===== config.mk =====
export PLATFORM = sky130hd
export DESIGN_NAME = axi_wr_ingress
export DESIGN_NICKNAME = d
export VERILOG_FILES = /design/src/rtl/axi_wr_ingress.sv
export SDC_FILE = /design/constraint.sdc
export NUM_CORES = 1
export LEC_CHECK = 0
export ABC_AREA = 0
export CAP_MARGIN = 0
export CORE_ASPECT_RATIO = 1.5
export CORE_MARGIN = 5
export CORE_UTILIZATION = 40
export CTS_BUF_LIST = sky130_fd_sc_hd__clkbuf_4 sky130_fd_sc_hd__clkbuf_8 sky130_fd_sc_hd__clkbuf_16
export DETAILED_ROUTE_END_ITERATION = 10
export PLACE_DENSITY = 0.76
export SLEW_MARGIN = 5
export SYNTH_ARGS = -nofsm -noshare
export SYNTH_HDL_FRONTEND = slang
export SYNTH_SLANG_ARGS = --single-unit
export TNS_END_PERCENT = 20

===== constraint.sdc =====
create_clock -name wclk -period 6.5 [get_ports wclk]
set_input_delay 1.95 -clock wclk [delete_from_list [all_inputs] [get_ports wclk]]
set_output_delay 1.95 -clock wclk [all_outputs]
set_load 0.005 [all_outputs]

===== src/rtl/axi_wr_ingress.sv =====
// AXI4 write-channel ingress: expands AW/W bursts into addressed entries for the
// async write FIFO and returns the B response once the last beat is pushed.
module axi_wr_ingress #(
  parameter  int ADDR_W  = 32,
  parameter  int DATA_W  = 32,
  localparam int STRB_W  = DATA_W / 8,
  localparam int ENTRY_W = ADDR_W + DATA_W + STRB_W + 1
) (
  input  logic               wclk,
  input  logic               resetn,
  input  logic               awvalid,
  output logic               awready,
  input  logic [ADDR_W-1:0]  awaddr,
  input  logic [7:0]         awlen,
  input  logic [2:0]         awsize,
  input  logic [1:0]         awburst,
  input  logic               wvalid,
  output logic               wready,
  input  logic [DATA_W-1:0]  wdata,
  input  logic [STRB_W-1:0]  wstrb,
  input  logic               wlast,
  output logic               bvalid,
  input  logic               bready,
  output logic [1:0]         bresp,
  output logic               fifo_wen,
  output logic [ENTRY_W-1:0] fifo_wdata,
  input  logic               fifo_full
);

  typedef enum logic [1:0] {S_IDLE, S_DATA, S_RESP} state_t;

  state_t            state, state_nxt;
  logic [ADDR_W-1:0] cur_addr;
  logic [7:0]        len_q;
  logic [2:0]        size_q;
  logic [1:0]        burst_q;
  logic [7:0]        beat_cnt;
  // err_cfg: descriptor unusable, beats are drained without pushing.
  // err_proto: WLAST disagreed with the beat count; addresses are still valid so beats push.
  logic              err_cfg;
  logic              err_proto;
  logic              cfg_bad;
  logic              aw_hs;
  logic              w_hs;
  logic              is_last;
  logic [ADDR_W-1:0] incr;
  logic [ADDR_W-1:0] wrap_mask;
  logic [ADDR_W-1:0] addr_step;

  assign cfg_bad = (awburst == 2'b11)
                || ((32'd1 << awsize) > 32'(STRB_W))
                || ((awburst == 2'b10) && !((awlen == 8'd1) || (awlen == 8'd3) ||
                                            (awlen == 8'd7) || (awlen == 8'd15)));

  assign is_last    = (beat_cnt == len_q);
  assign fifo_wdata = {is_last, cur_addr, wstrb, wdata};

  always_comb begin
    incr      = ADDR_W'(1) << size_q;
    wrap_mask = ((ADDR_W'(len_q) + ADDR_W'(1)) * incr) - ADDR_W'(1);
    case (burst_q)
      2'b01:   addr_step = cur_addr + incr;
      2'b10:   addr_step = (cur_addr & ~wrap_mask) | ((cur_addr + incr) & wrap_mask);
      default: addr_step = cur_addr;
    endcase
  end

  always_comb begin
    state_nxt = state;
    awready   = 1'b0;
    wready    = 1'b0;
    bvalid    = 1'b0;
    bresp     = 2'b00;
    fifo_wen  = 1'b0;
    aw_hs     = 1'b0;
    w_hs      = 1'b0;
    case (state)
      S_IDLE: begin
        awready = 1'b1;
        aw_hs   = awvalid;
        if (awvalid) state_nxt = S_DATA;
      end
      S_DATA: begin
        wready   = !fifo_full || err_cfg;
        w_hs     = wvalid && wready;
        fifo_wen = w_hs && !err_cfg;
        if (w_hs && is_last) state_nxt = S_RESP;
      end
      S_RESP: begin
        bvalid = 1'b1;
        bresp  = (err_cfg || err_proto) ? 2'b10 : 2'b00;
        if (bready) state_nxt = S_IDLE;
      end
      default: state_nxt = S_IDLE;
    endcase
  end

  always_ff @(posedge wclk or negedge resetn) begin
    if (!resetn) state <= S_IDLE;
    else         state <= state_nxt;
  end

  always_ff @(posedge wclk or negedge resetn) begin
    if (!resetn) begin
      cur_addr  <= '0;
      len_q     <= '0;
      size_q    <= '0;
      burst_q   <= '0;
      beat_cnt  <= '0;
      err_cfg   <= 1'b0;
      err_proto <= 1'b0;
    end else if (aw_hs) begin
      cur_addr  <= awaddr;
      len_q     <= awlen;
      size_q    <= awsize;
      burst_q   <= awburst;
      beat_cnt  <= '0;
      err_cfg   <= cfg_bad;
      err_proto <= 1'b0;
    end else if (w_hs) begin
      cur_addr <= addr_step;
      beat_cnt <= beat_cnt + 8'd1;
      if (wlast != is_last) err_proto <= 1'b1;
    end
  end

endmodule


* Yosys cells after proc, flatten, opt, wreduce, memory -nomap -nowiden
Index checks and enable logic that the tools add are counted.
Word-level totals: register bits after elaboration 57, logic and storage cells 76
Operators by class: add/subtract/negate cells 4, $mul 1, order comparisons 1, equal/unequal tests 15, shifts and indexed selects 2, mux-type cells 20, bitwise gates (word level) 4, reductions and logical operators 21
Operator list (count):
- AND 32 bit | 2
- two-way mux 32 bit | 2
- case mux 32 bit (2 select lines) | 1
- left shift 1 x 3 -> 32 bit, first input constant | 2
- adder 32 bit | 1
- greater-than comparator 32 x 3 -> 1 bit, second input constant | 1
- multiplier 9 x 32 -> 32 bit | 1
- NOT 32 bit | 1
- OR 32 bit | 1
- subtractor 32 x 1 -> 32 bit, second input constant | 1
- two-way mux 8 bit | 2
- two-way mux 2 bit | 5
- adder 8 x 1 -> 9 bit, second input constant | 1
- two-way mux 1 bit | 9
- adder 8 x 1 -> 8 bit, second input constant | 1
- == test 2 bit, second input constant | 4
- == test 8 x 1 -> 1 bit, second input constant | 1
- == test 8 x 2 -> 1 bit, second input constant | 1
- == test 8 x 3 -> 1 bit, second input constant | 1
- == test 8 x 4 -> 1 bit, second input constant | 1
- == test 8 bit | 1
- logical OR 1 bit | 7
- inequality test 2 bit, second input constant | 3
- case mux 2 bit (3 select lines) | 1
- 9 further kinds | 17

* Logic depth before layout (Yosys ltp)
depth after elaboration 9, depth in mapped cells 24, mapped depth without buffers 22

* Worst setup path after synthesis
Ideal clock, no wire load.
path kind reg2reg, from reg size_q[2], to reg (tool-made name), library setup time 69 ps, data arrival time 5921 ps, slack 510 ps, cell stages (with the launch flop) 21, path buffers 1, clock period less this slack 5990 ps, cells stage by stage dfrtp_1 clkbuf_1 nor3b_1 nand2_1 fa_1 inv_1 fa_1 fa_1 fa_1 inv_1 fa_1 inv_1 ha_1 a21oi_1 o21ai_1 a221o_1 a31o_4 a2111oi_4 nand2_2 or3_1 nand3_1
RTL lines:
- from (decl) | line 35 | logic [2:0] size_q;
- from (signal assigned) | line 115 | size_q <= awsize;

==> flow_summary.json <==
{
  "row_count": 59,
  "drt-total-wl_um": 17500,
  "pin_count": 163,
  "utilization_pct": 47.6,
  "grt_max_degree": 67,
  "dieArea_um2": 20300,
  "hold_start": "err_proto",
  "worst_slack_ns": 0.419,
  "synth_ff_type": "dfrtp_1",
  "fill_cells": 1701,
  "rsz0062_at_grt": "no",
  "synthSimpleGateAreaFrac_pct": 21.8,
  "synth_compound_area_share_pct": 12.6,
  "die_x_um": 118,
  "drt-wirelength-per-cell_um": 15.6,
  "synth_area_um2": 7010,
  "antennaDiodeCount": 0,
  "antenna_found_initial": 0,
  "die_h_um": 172,
  "nets": 1112,
  "place_congestion": 0.921,
  "critPathMaxFanout": 5,
  "cts_setup_buffers": 0,
  "vias": 6008,
  "dp_worst_setup_slack_ns": 0.486,
  "grt_use_total_pct": 17.1,
  "cts-resized-gates": 0,
  "numCtsBuffers": 9,
  "grt_pass1_wl_um": 28700,
  "synth_top_area_cell": "dfrtp_1",
  "fin_skew_ns": 0.00688,
  "grt_pass1_vias": 5999,
  "synthAdderAreaFrac_pct": 26.5,
  "syn_to_final_growth_pct": 17.2,
  "max_clock_freq_mhz": 164,
  "async_reset_ff_share_pct": 100,
  "worst_slew_pin_slew_ns": 1.11,
  "cp-start-kind": "flop",
  "syn_nets": 1060,
  "synth_edf_count": 0,
  "yosysSeqAreaShare_pct": 20.3,
  "synth_cell_types": 67,
  "ys_warn_count": 0,
  "synth_xor_xnor_area_share_pct": 6.75,
  "drc_errors": 0,
  "start_util_pct": 40.6,
  "clockBufferDepth": 2,
  "max_slew_margin_pct": 26.2,
  "status": "finished, final reports clean",
  "endpoint_kind": "flop",
  "synth_top_area_share_pct": 20.3,
  "hold_viol": 0,
  "crit_type": "reg2reg",
  "ant_nets": 0,
  "finalSetupTns_ns": 0,
  "numClockSinks": 57,
  "drt_iter0_markers": 370,
  "required_ns": 6.76,
  "synthCells": 852,
  "min_path_type": "reg2reg",
  "port_buffers": 89,
  "maxCapViolations": 0,
  "avgViaCountPerCell": 5.35,
  "holdWs_ns": 0.503,
  "clkLatencyLatePin_ns": 0.33,
  "root_buffer": "clkbuf_16",
  "synth_top_family_by_area": "adder cells",
  "firstDrtPassIters": 4,
  "cts_tree": "done",
  "synth-seq-cells": 57,
  "core_area_um2": 17300,
  "htreeDepth": 3,
  "ys_top_cells_by_area": "dfrtp_1, fa_1, ha_1, nand2_1, inv_1",
  "muxShareOfSynthArea_pct": 1.59,
  "fin_crit_ns": 6.08,
  "drive_gt1_share_pct": 5.72,
  "grt.overflow.total": 0,
  "hpwl_um": 14100,
  "clkTransAtPathRegs_ns": 0.06,
  "final.period_utilization_pct": 93.6,
  "slew_violations": 0,
  "setup_viol": 0,
  "worstPathArrival_ns": 6.35,
  "syn_avg_cell_area_um2": 8.23,
  "r2r_start": "len_q[1]",
  "crit_path_start": "len_q[1]",
  "cts_hold_buf": 0
}
## through the flow
step / instances / area [um2]
3_3_place_gp: 1106 / 7890
6_report: 1122 / 8220
3_5_place_dp: 1106 / 7890
2_1_floorplan: 852 / 7010
5_1_grt: 1122 / 8220
4_1_cts: 1122 / 8220
## layout make-up
class	instances	area, um2	share of cell area (%)
repair buffers	106	1010	12.3
flip-flops and latches	57	1430	17.4
multi-input cells	642	4850	59.1
clock inverters	6	92.6	1.13
clock buffers	10	233	2.83
well taps	213	267	3.24
inverters	88	330	4.02
## path summary, 6_finish.rpt
kind / end / slack, ns / depth (start not counted)
max in group asynchronous: size_q[0] / 4.24 / 2
min in group asynchronous: asynchronous set/reset pin / 1.76 / 2
worst max register to register: flop / 0.42 / 20
worst min register to register: err_proto / 0.50 / 2
worst min-delay path: err_proto / 0.50 / 2
worst max-delay path: flop / 0.42 / 20
## critical path: stages (launching register included)
cell,delay (ns)
dfrtp_1,0.42
ha_1,0.27
nand3_1,0.16
xor2_1,0.49
nor3_1,0.12
fa_1,0.48
ha_1,0.33
fa_1,0.52
fa_1,0.55
inv_1,0.06
fa_1,0.53
inv_1,0.04
ha_1,0.24
a21oi_1,0.17
o21ai_1,0.14
a221o_1,0.36
a31o_4,0.25
a2111oi_4,0.36
nand2_2,0.12
or3_1,0.31
nand3_1,0.09
## cell usage in the layout (no fill, tap or decap), drive strengths merged, types with 3 or more instances in the layout
| cell | count |
|---|---|
| o21ai | 40 |
| nand4 | 13 |
| nand3b | 3 |
| clkdlybuf4s50 | 88 |
| or3 | 11 |
| clkbuf | 10 |
| nand2b | 15 |
| and3 | 12 |
| buf | 18 |
| xor2 | 24 |
| nor2 | 68 |
| a31oi | 4 |
| o311ai | 3 |
| nor2b | 6 |
| dfrtp | 57 |
| inv | 88 |
| o211ai | 11 |
| xnor2 | 30 |
| a21o | 8 |
| nand3 | 26 |
| fa | 47 |
| a21boi | 3 |
| nor3 | 10 |
| ha | 73 |
| a211oi | 3 |
| o21bai | 4 |
| o21a | 4 |
| nand2 | 130 |
| and2 | 9 |
| o22ai | 3 |
| nor4 | 7 |
| a21oi | 37 |
| a31o | 3 |
| mux2i | 10 |
## cell usage after synthesis (4+ instances only)
| cell type | number |
|---|---|
| nand2_1 | 129 |
| clkbuf_1 | 21 |
| xnor2_1 | 30 |
| nor4_1 | 5 |
| o21ai_1 | 6 |
| buf_4 | 39 |
| dfrtp_1 | 57 |
| o21bai_1 | 4 |
| nor3_1 | 10 |
| o21a_1 | 4 |
| mux2i_1 | 10 |
| nand2b_1 | 15 |
| nor2b_1 | 6 |
| o21ai_0 | 34 |
| nand3_1 | 26 |
| a31oi_1 | 4 |
| a21o_1 | 8 |
| and2_1 | 8 |
| and3_1 | 10 |
| xor2_1 | 24 |
| o211ai_1 | 11 |
| inv_1 | 88 |
| ha_1 | 73 |
| nor2_1 | 67 |
| nand4_1 | 12 |
| fa_1 | 47 |
| a21oi_1 | 37 |
| or3_1 | 11 |
## kinds of logic (layout without fill, tap and decap cells)
| logic type | count (synthesis) | in the layout |
|---|---|---|
| simple gates | 319 | 319 |
| buf+inv | 153 | 210 |
| compound gates | 137 | 137 |
| fa+ha+maj | 120 | 120 |
| flops | 57 | 57 |
| xor+xnor | 54 | 54 |
| mux | 11 | 11 |
| other cells | 1 | 1 |
## layer usage
layer	track usage [%]	vias to the layer above	part of all wire, %	wire (um)
met2	31.2	171	52	9100
li1	-	2921	-	-
met1	20.3	2878	41	7170
met4	7.39	0	2.7	479
met5	0	-	0	0
met3	1.77	38	4.3	754
Power is not shown: default switching activity piles up to over one toggle a cycle in this logic, so the estimate is an artifact.
